--- config.mk ---
export PLATFORM = sky130hd
export DESIGN_NAME = pipeline_decode
export DESIGN_NICKNAME = d
export VERILOG_FILES = /design/src/rtl/pipeline_pkg.sv /design/src/rtl/pipeline_regfile.sv /design/src/rtl/pipeline_decode.sv
export SDC_FILE = /design/constraint.sdc
export NUM_CORES = 2
export LEC_CHECK = 0
export BUFFER_PORTS_ARGS = -buffer_cell sky130_fd_sc_hd__clkbuf_2
export CAP_MARGIN = 20
export CORE_ASPECT_RATIO = 1.4
export CORE_MARGIN = 2
export CORE_UTILIZATION = 25
export DETAILED_ROUTE_END_ITERATION = 8
export GPL_TIMING_DRIVEN = 0
export PLACE_DENSITY_LB_ADDON = 0.08
export RECOVER_POWER = 50
export SETUP_SLACK_MARGIN = 0.05
export SYNTH_ARGS = -nofsm -noshare
export SYNTH_HDL_FRONTEND = slang
export SYNTH_SLANG_ARGS = --single-unit
--- constraint.sdc ---
create_clock -name clk_i -period 46.7 [get_ports clk_i]
set_clock_uncertainty 0.2 [all_clocks]
set_input_delay 4.67 -clock clk_i [delete_from_list [all_inputs] [get_ports clk_i]]
set_output_delay 4.67 -clock clk_i [all_outputs]
set_load 0.005 [all_outputs]
--- src/rtl/pipeline_pkg.sv ---
// Shared encodings for the RV32I pipeline: opcodes, ALU/writeback selects
// and the decoded control bundle carried from ID to EX.
package pipeline_pkg;

  localparam logic [6:0] OPC_LUI    = 7'b0110111;
  localparam logic [6:0] OPC_AUIPC  = 7'b0010111;
  localparam logic [6:0] OPC_JAL    = 7'b1101111;
  localparam logic [6:0] OPC_JALR   = 7'b1100111;
  localparam logic [6:0] OPC_BRANCH = 7'b1100011;
  localparam logic [6:0] OPC_LOAD   = 7'b0000011;
  localparam logic [6:0] OPC_STORE  = 7'b0100011;
  localparam logic [6:0] OPC_OP_IMM = 7'b0010011;
  localparam logic [6:0] OPC_OP     = 7'b0110011;
  localparam logic [6:0] OPC_FENCE  = 7'b0001111;
  localparam logic [6:0] OPC_SYSTEM = 7'b1110011;

  localparam logic [1:0] ALU_OP_ADD    = 2'b00;
  localparam logic [1:0] ALU_OP_BRANCH = 2'b01;
  localparam logic [1:0] ALU_OP_FUNCT  = 2'b10;
  localparam logic [1:0] ALU_OP_IMM    = 2'b11;

  localparam logic [1:0] WB_SEL_ALU = 2'b00;
  localparam logic [1:0] WB_SEL_MEM = 2'b01;
  localparam logic [1:0] WB_SEL_PC4 = 2'b10;

  localparam logic [31:0] NOP_INSTR = 32'h0000_0013;

  typedef struct packed {
    logic       reg_write;
    logic       mem_read;
    logic       mem_write;
    logic       branch;
    logic       jump;
    logic       jalr;
    logic       alu_src;
    logic       a_sel;
    logic [1:0] alu_op;
    logic [1:0] wb_sel;
    logic       illegal;
  } ctrl_t;

endpackage

--- src/rtl/pipeline_regfile.sv ---
// Two-read, one-write register file with x0 tied to zero and a same-cycle
// write-through bypass so ID sees the value WB is retiring this cycle.
module pipeline_regfile #(
  parameter int XLEN  = 32,
  parameter int NREGS = 32,
  localparam int AW   = $clog2(NREGS)
) (
  input  logic            clk_i,
  input  logic            reset_i,
  input  logic [AW-1:0]   rs1_addr,
  input  logic [AW-1:0]   rs2_addr,
  output logic [XLEN-1:0] rs1_data,
  output logic [XLEN-1:0] rs2_data,
  input  logic            we,
  input  logic [AW-1:0]   wr_addr,
  input  logic [XLEN-1:0] wr_data
);

  logic [XLEN-1:0] regs [NREGS];
  logic            wr_en;

  assign wr_en = we && (wr_addr != '0);

  // NOTE: the array is reset because software relies on zeroed registers;
  // this forces flops rather than a RAM macro.
  always_ff @(posedge clk_i or posedge reset_i) begin
    if (reset_i) begin
      for (int i = 0; i < NREGS; i++) regs[i] <= '0;
    end else if (wr_en) begin
      regs[wr_addr] <= wr_data;
    end
  end

  always_comb begin
    rs1_data = regs[rs1_addr];
    rs2_data = regs[rs2_addr];
    if (wr_en && wr_addr == rs1_addr) rs1_data = wr_data;
    if (wr_en && wr_addr == rs2_addr) rs2_data = wr_data;
    if (rs1_addr == '0) rs1_data = '0;
    if (rs2_addr == '0) rs2_data = '0;
  end

endmodule

--- src/rtl/pipeline_decode.sv ---
// ID stage: register read, immediate/control decode, load-use stall and
// branch flush, with a registered ID/EX bundle.
module pipeline_decode
  import pipeline_pkg::*;
#(
  parameter int XLEN  = 32,
  parameter int NREGS = 32
) (
  input  logic            clk_i,
  input  logic            reset_i,
  input  logic [31:0]     instruction_i,
  input  logic [XLEN-1:0] pc_i,
  input  logic [XLEN-1:0] pcsrc_i,
  input  logic            valid_i,
  input  logic            flush_i,
  input  logic            ex_memread_i,
  input  logic [4:0]      ex_rd_i,
  input  logic            wb_we_i,
  input  logic [4:0]      wb_rd_i,
  input  logic [XLEN-1:0] wb_data_i,
  output logic            stall_o,
  output logic            valid_o,
  output logic [XLEN-1:0] pc_o,
  output logic [XLEN-1:0] pcsrc_o,
  output logic [XLEN-1:0] rs1_data_o,
  output logic [XLEN-1:0] rs2_data_o,
  output logic [XLEN-1:0] imm_o,
  output logic [4:0]      rs1_o,
  output logic [4:0]      rs2_o,
  output logic [4:0]      rd_o,
  output logic [2:0]      funct3_o,
  output logic            funct7b5_o,
  output logic            reg_write_o,
  output logic            mem_read_o,
  output logic            mem_write_o,
  output logic            branch_o,
  output logic            jump_o,
  output logic            jalr_o,
  output logic            alu_src_o,
  output logic            a_sel_o,
  output logic [1:0]      alu_op_o,
  output logic [1:0]      wb_sel_o,
  output logic            illegal_o
);

  logic [6:0]      opcode;
  logic [4:0]      rs1, rs2;
  logic [XLEN-1:0] rs1_data, rs2_data, imm;
  logic            use_rs1, use_rs2, issue;
  ctrl_t           ctrl, ctrl_q;

  assign opcode = instruction_i[6:0];
  assign rs1    = instruction_i[19:15];
  assign rs2    = instruction_i[24:20];

  pipeline_regfile #(.XLEN(XLEN), .NREGS(NREGS)) u_regfile (
    .clk_i    (clk_i),
    .reset_i  (reset_i),
    .rs1_addr (rs1),
    .rs2_addr (rs2),
    .rs1_data (rs1_data),
    .rs2_data (rs2_data),
    .we       (wb_we_i),
    .wr_addr  (wb_rd_i),
    .wr_data  (wb_data_i)
  );

  // NOTE: every output of this block gets a default first so no path infers a latch.
  always_comb begin
    ctrl    = '0;
    imm     = '0;
    use_rs1 = 1'b1;
    use_rs2 = 1'b0;
    unique case (opcode)
      OPC_LUI, OPC_AUIPC: begin
        ctrl.reg_write = 1'b1;
        ctrl.alu_src   = 1'b1;
        ctrl.alu_op    = (opcode == OPC_LUI) ? ALU_OP_IMM : ALU_OP_ADD;
        ctrl.a_sel     = (opcode == OPC_AUIPC);
        imm            = {instruction_i[31:12], 12'b0};
        use_rs1        = 1'b0;
      end
      OPC_JAL: begin
        ctrl.reg_write = 1'b1;
        ctrl.jump      = 1'b1;
        ctrl.wb_sel    = WB_SEL_PC4;
        imm = {{12{instruction_i[31]}}, instruction_i[19:12], instruction_i[20],
               instruction_i[30:21], 1'b0};
        use_rs1        = 1'b0;
      end
      OPC_JALR: begin
        ctrl.reg_write = 1'b1;
        ctrl.jump      = 1'b1;
        ctrl.jalr      = 1'b1;
        ctrl.alu_src   = 1'b1;
        ctrl.wb_sel    = WB_SEL_PC4;
        imm = {{20{instruction_i[31]}}, instruction_i[31:20]};
      end
      OPC_BRANCH: begin
        ctrl.branch = 1'b1;
        ctrl.alu_op = ALU_OP_BRANCH;
        imm = {{20{instruction_i[31]}}, instruction_i[7], instruction_i[30:25],
               instruction_i[11:8], 1'b0};
        use_rs2     = 1'b1;
      end
      OPC_LOAD: begin
        ctrl.reg_write = 1'b1;
        ctrl.mem_read  = 1'b1;
        ctrl.alu_src   = 1'b1;
        ctrl.wb_sel    = WB_SEL_MEM;
        imm = {{20{instruction_i[31]}}, instruction_i[31:20]};
      end
      OPC_STORE: begin
        ctrl.mem_write = 1'b1;
        ctrl.alu_src   = 1'b1;
        imm = {{20{instruction_i[31]}}, instruction_i[31:25], instruction_i[11:7]};
        use_rs2        = 1'b1;
      end
      OPC_OP_IMM: begin
        ctrl.reg_write = 1'b1;
        ctrl.alu_src   = 1'b1;
        ctrl.alu_op    = ALU_OP_FUNCT;
        imm = {{20{instruction_i[31]}}, instruction_i[31:20]};
      end
      OPC_OP: begin
        ctrl.reg_write = 1'b1;
        ctrl.alu_op    = ALU_OP_FUNCT;
        use_rs2        = 1'b1;
      end
      OPC_FENCE, OPC_SYSTEM: begin
        imm = {{20{instruction_i[31]}}, instruction_i[31:20]};
      end
      default: ctrl.illegal = 1'b1;
    endcase
  end

  // A flush kills the hazard too: the stalled instruction is being discarded.
  assign stall_o = valid_i && ex_memread_i && (ex_rd_i != 5'd0) && !flush_i &&
                   ((use_rs1 && rs1 == ex_rd_i) || (use_rs2 && rs2 == ex_rd_i));
  assign issue   = valid_i && !flush_i && !stall_o;

  always_ff @(posedge clk_i or posedge reset_i) begin
    if (reset_i) begin
      valid_o    <= 1'b0;
      ctrl_q     <= '0;
      pc_o       <= '0;
      pcsrc_o    <= '0;
      rs1_data_o <= '0;
      rs2_data_o <= '0;
      imm_o      <= '0;
      rs1_o      <= '0;
      rs2_o      <= '0;
      rd_o       <= '0;
      funct3_o   <= '0;
      funct7b5_o <= 1'b0;
    end else begin
      valid_o    <= issue;
      ctrl_q     <= issue ? ctrl : '0;
      pc_o       <= pc_i;
      pcsrc_o    <= pcsrc_i;
      rs1_data_o <= rs1_data;
      rs2_data_o <= rs2_data;
      imm_o      <= imm;
      rs1_o      <= rs1;
      rs2_o      <= rs2;
      rd_o       <= instruction_i[11:7];
      funct3_o   <= instruction_i[14:12];
      funct7b5_o <= instruction_i[30];
    end
  end

  assign reg_write_o = ctrl_q.reg_write;
  assign mem_read_o  = ctrl_q.mem_read;
  assign mem_write_o = ctrl_q.mem_write;
  assign branch_o    = ctrl_q.branch;
  assign jump_o      = ctrl_q.jump;
  assign jalr_o      = ctrl_q.jalr;
  assign alu_src_o   = ctrl_q.alu_src;
  assign a_sel_o     = ctrl_q.a_sel;
  assign alu_op_o    = ctrl_q.alu_op;
  assign wb_sel_o    = ctrl_q.wb_sel;
  assign illegal_o   = ctrl_q.illegal;

endmodule

==> Flow_metrics.wiki <==
{| class="wikitable"
! Metric !! Value
|-
| Pin count of the biggest net entering global routing || 118
|-
| Number of standard cells after synthesis || 4486
|-
| Status || finished, violations left
|-
| Flops & latches, synth || 1216
|-
| Mapped Area || 61000 sq um
|-
| Clk root buf || clkbuf_16
|-
| Clock Path Buffers || 4
|-
| Share of the clock period used by the worst path || 36.0%
|-
| H-Tree Level Count || 4
|-
| Normalized max-slew margin || -332%
|-
| Power density of the placed cells || 44.2 nW/um^2
|-
| Count of synthesis-stage warnings from yosys || 0
|-
| Max Transition Viols Final || 804
|-
| DR DRC count || 0
|-
| Area delta synth->final || 20.1%
|-
| Pre-CTS setup slack || 34700 ps
|-
| Leakage power of the design || 32.5 nW
|-
| Area of the die || 248000 sq um
|-
| Placed cell count || 8164
|-
| Drt initial violations || 3509
|-
| Cell type of the slowest stage on the worst timing path || clkbuf_1
|-
| Global-route wire length before repair || 436000 um
|-
| Length of the first detailed-routing pass in iterations || 5
|-
| Syn Area/Cell || 13.6 sq um
|-
| Cells traversed along the worst timing path || clkbuf_2, clkinvlp_2, clkbuf_1, clkbuf_1
|-
| Nets || 5230
|-
| Post-Layout Cell Count || 8447
|-
| Ratio of cells with drive above 1 in the final layout || 37.5%
|-
| Gr usage total || 26.1%
|-
| Post-route minimum period || 16820 ps
|-
| Initial antenna violation count || 22
|-
| Sequential area share after synthesis || 49.9%
|-
| Unrepaired setup endpoints after global routing || no
|-
| Netlist cell types || 57
|-
| Ports placed on the boundary || 338
|-
| Uppermost signal routing layer after detailed routing || met5
|-
| CTS clock-pin slew for the worst setup and hold paths || 70 ps
|-
| Asr flop ratio synth || 100%
|-
| Number of hold buffers added after CTS || 0
|-
| Vias post-DR || 44589
|-
| Critical Path Start Type || primary input
|-
| CP Class || in -> async
|-
| Highest Clock Rate || 59.5 MHz
|-
| Count of buffers from port buffering || 335
|-
| Post-CTS repair timing setup buffer count || 0
|-
| Worst VDD drop || 0.0267 mV
|-
| Routed length on met3 || 16500 um
|-
| Setup TNS || 0 ps
|-
| Via count of the first global-routing pass || 46339
|-
| Total met2 wirelength after detailed routing || 162000 um
|-
| Most numerous cell on the critical path || clkbuf_1
|-
| Die height || 589 um
|-
| Violations in the final reports || capacitance limit, slew limit
|-
| Core Util, Final || 30.2%
|-
| Number of buffers added by the clock tree synthesis step || 159
|-
| Critical path required time || 45850 ps
|-
| CP max stage delay || 4720 ps
|-
| Final number of hold-violating endpoints || 0
|-
| Total nets after synthesis || 4630
|-
| Worst-path maximum fanout || 111
|-
| Tightest Hold Check Type || reg -> reg
|-
| EDFF count, synth || 0
|-
| Drt total wl || 329000 um
|-
| Clock latency at the later pin of the worst-skew pair || 860 ps
|-
| Kind of end point of the critical path || asynchronous set/reset pin
|-
| Routability-driven placement congestion ratio || 0.888
|-
| Std-Cell Core Area || 243000 sq um
|-
| Number of sinks on the clock net || 1216
|-
| Starting density of the core || 25.1%
|-
| Routed met1 length || 129000 um
|-
| Count of nets left with antenna violations after detail routing || 0
|-
| Final Setup Violations || 0
|-
| Wire length per cell || 39.0 um
|-
| Leftover overflow at the end of global routing || 0
|-
| Die boundary width || 422 um
|-
| Top flip-flop cell by instance count after synthesis || dfrtp_1
|-
| Final HPWL from detailed placement || 235000 um
|-
| Std cell rows || 214
|-
| Smallest setup slack after layout || 29880 ps
|-
| Cells resized by post-CTS repair || 0
|-
| Clock tree from TritonCTS || built
|-
| Worst Path Arrival || 15970 ps
|-
| Actual transition at the worst max-transition pin || 6480 ps
|-
| Routed vias/inst || 5.28
|-
| # Max-Cap Violations || 16
|}
==> cells by family (layout without fill, tap and decap cells) <==
kind of cell | after synthesis | count (layout) | share of synthesized area, %
mux | 1824 | 1824 | 36.7
flops | 1216 | 1216 | 49.9
compound gates | 600 | 600 | 6.92
xor+xnor | 20 | 20 | 0.287
buf+inv | 489 | 1198 | 3.49
other cells | 0 | 12 | 0
simple gates | 337 | 337 | 2.79
==> registers in the layout (all words and copies together) (netlist names) <==
name and count:
u_regfile.regs 1024, imm_o 32, pc_o 32, pcsrc_o 32, rs1_data_o 32, rs2_data_o 32, rd_o 5, rs1_o 5
rs2_o 5, funct3_o 3, alu_op_o 2, wb_sel_o 2, a_sel_o 1, alu_src_o 1, branch_o 1, funct7b5_o 1
illegal_o 1, jalr_o 1, jump_o 1, mem_write_o 1, reg_write_o 1, valid_o 1
==> area by class of cell <==
| type | instances | area, sq um |
|---|---|---|
| Clock buffer | 228 | 4580 |
| Tap cell | 3240 | 4050 |
| Buffer | 485 | 2160 |
| Clock inverter | 42 | 504 |
| Multi-Input combinational cell | 2781 | 28500 |
| Timing Repair Buffer | 439 | 3060 |
| Antenna cell | 12 | 30.0 |
| Inverter | 4 | 16.3 |
| Fill cell | 24789 | 170000 |
| Sequential cell | 1216 | 30400 |
==> critical path, delay by kind of cell <==
family	cells	cell delay, ps
buf+inv	4	10980
==> worst paths after layout <==
kind / startpoint / endpoint / slack [ps] / depth (start not counted)
max: reset_i / u_regfile.regs[560] / 29880 / 4
min: u_regfile.regs[1012] / u_regfile.regs[1012] / 280 / 1
max reg2reg: u_regfile.regs[528] / rs1_data_o[16] / 44160 / 5
min reg2reg: u_regfile.regs[1012] / u_regfile.regs[1012] / 280 / 1
max in group clk_i: instruction_i[15] / stall_o / 34690 / 10
min in group asynchronous: reset_i / rs1_data_o[0] / 5120 / 2
==> Yosys cell counts, types with 4 or more instances <==
library cell  count  share of area (%)
o21ai_0          24               0.20
a22o_1           36               0.52
xor2_1           17               0.24
a21o_1           21               0.26
and2_1            9              0.092
nand3b_1          6              0.074
mux4_2          227                8.4
nor3b_1           5              0.061
o221ai_1         32               0.46
a211oi_1         26               0.32
clkbuf_1        257                1.6
inv_1             4              0.025
and3_1            4              0.041
a21oi_1         105               0.86
a31oi_1          11               0.11
buf_1            87               0.53
o31ai_1          10               0.12
a221oi_1         12               0.17
nor2b_1          30               0.31
a22oi_1         190                2.3
dfrtp_1        1216                 50
mux2i_1         572                9.4
a211o_1          10               0.14
nand3_1          19               0.16
nand2b_1         15               0.15
or2_2             4              0.041
nand4_1          12               0.12
nor2_1           29               0.18
nor3_1           11              0.090
a32o_1           23               0.38
buf_4            34               0.42
buf_6             5              0.092
nand2_1         142               0.87
nor4_1           34               0.35
buf_2           102               0.84
mux2_2         1024                 19
o22ai_1          93               0.95
==> cells in the final DEF (no fill, tap or decap), types with 34 or more instances in the layout <==
cell type  instances
nand2_1          142
buf_2            106
a21oi_1          105
mux2i_1          572
clkbuf_16        160
dfrtp_1         1216
clkbuf_2         228
mux4_2           227
a22o_1            36
o22ai_1           93
buf_8             58
mux2_2          1024
a22oi_1          190
nor4_1            34
clkbuf_1         440
buf_1             66
==> power by group <==
| group | total [mW] | internal (mW) | leakage, nW | switching (mW) |
|---|---|---|---|---|
| Combinational | 0.617 | 0.302 | 14.5 | 0.316 |
| Sequential | 1.37 | 1.23 | 15.5 | 0.133 |
| Clock | 1.25 | 0.734 | 2.49 | 0.521 |
| Total | 3.24 | 2.27 | 32.5 | 0.970 |
==> routing by layer <==
layer  GRT usage, %  up-vias
li1               -    18136
met1           30.8    24228
met2           44.6     1601
met3           4.43      614
met4           14.8       10
met5              0        -
==> through the flow <==
step,total power [mW],area (sq um),hold WS [ps]
global placement,1.99,66800,261
detailed placement,2.01,68700,271
global route,3.38,73300,293
finish,3.24,73300,281
floorplan,1.75,61000,245
CTS,3.28,73800,283
Power figures use the tool's default switching activity.
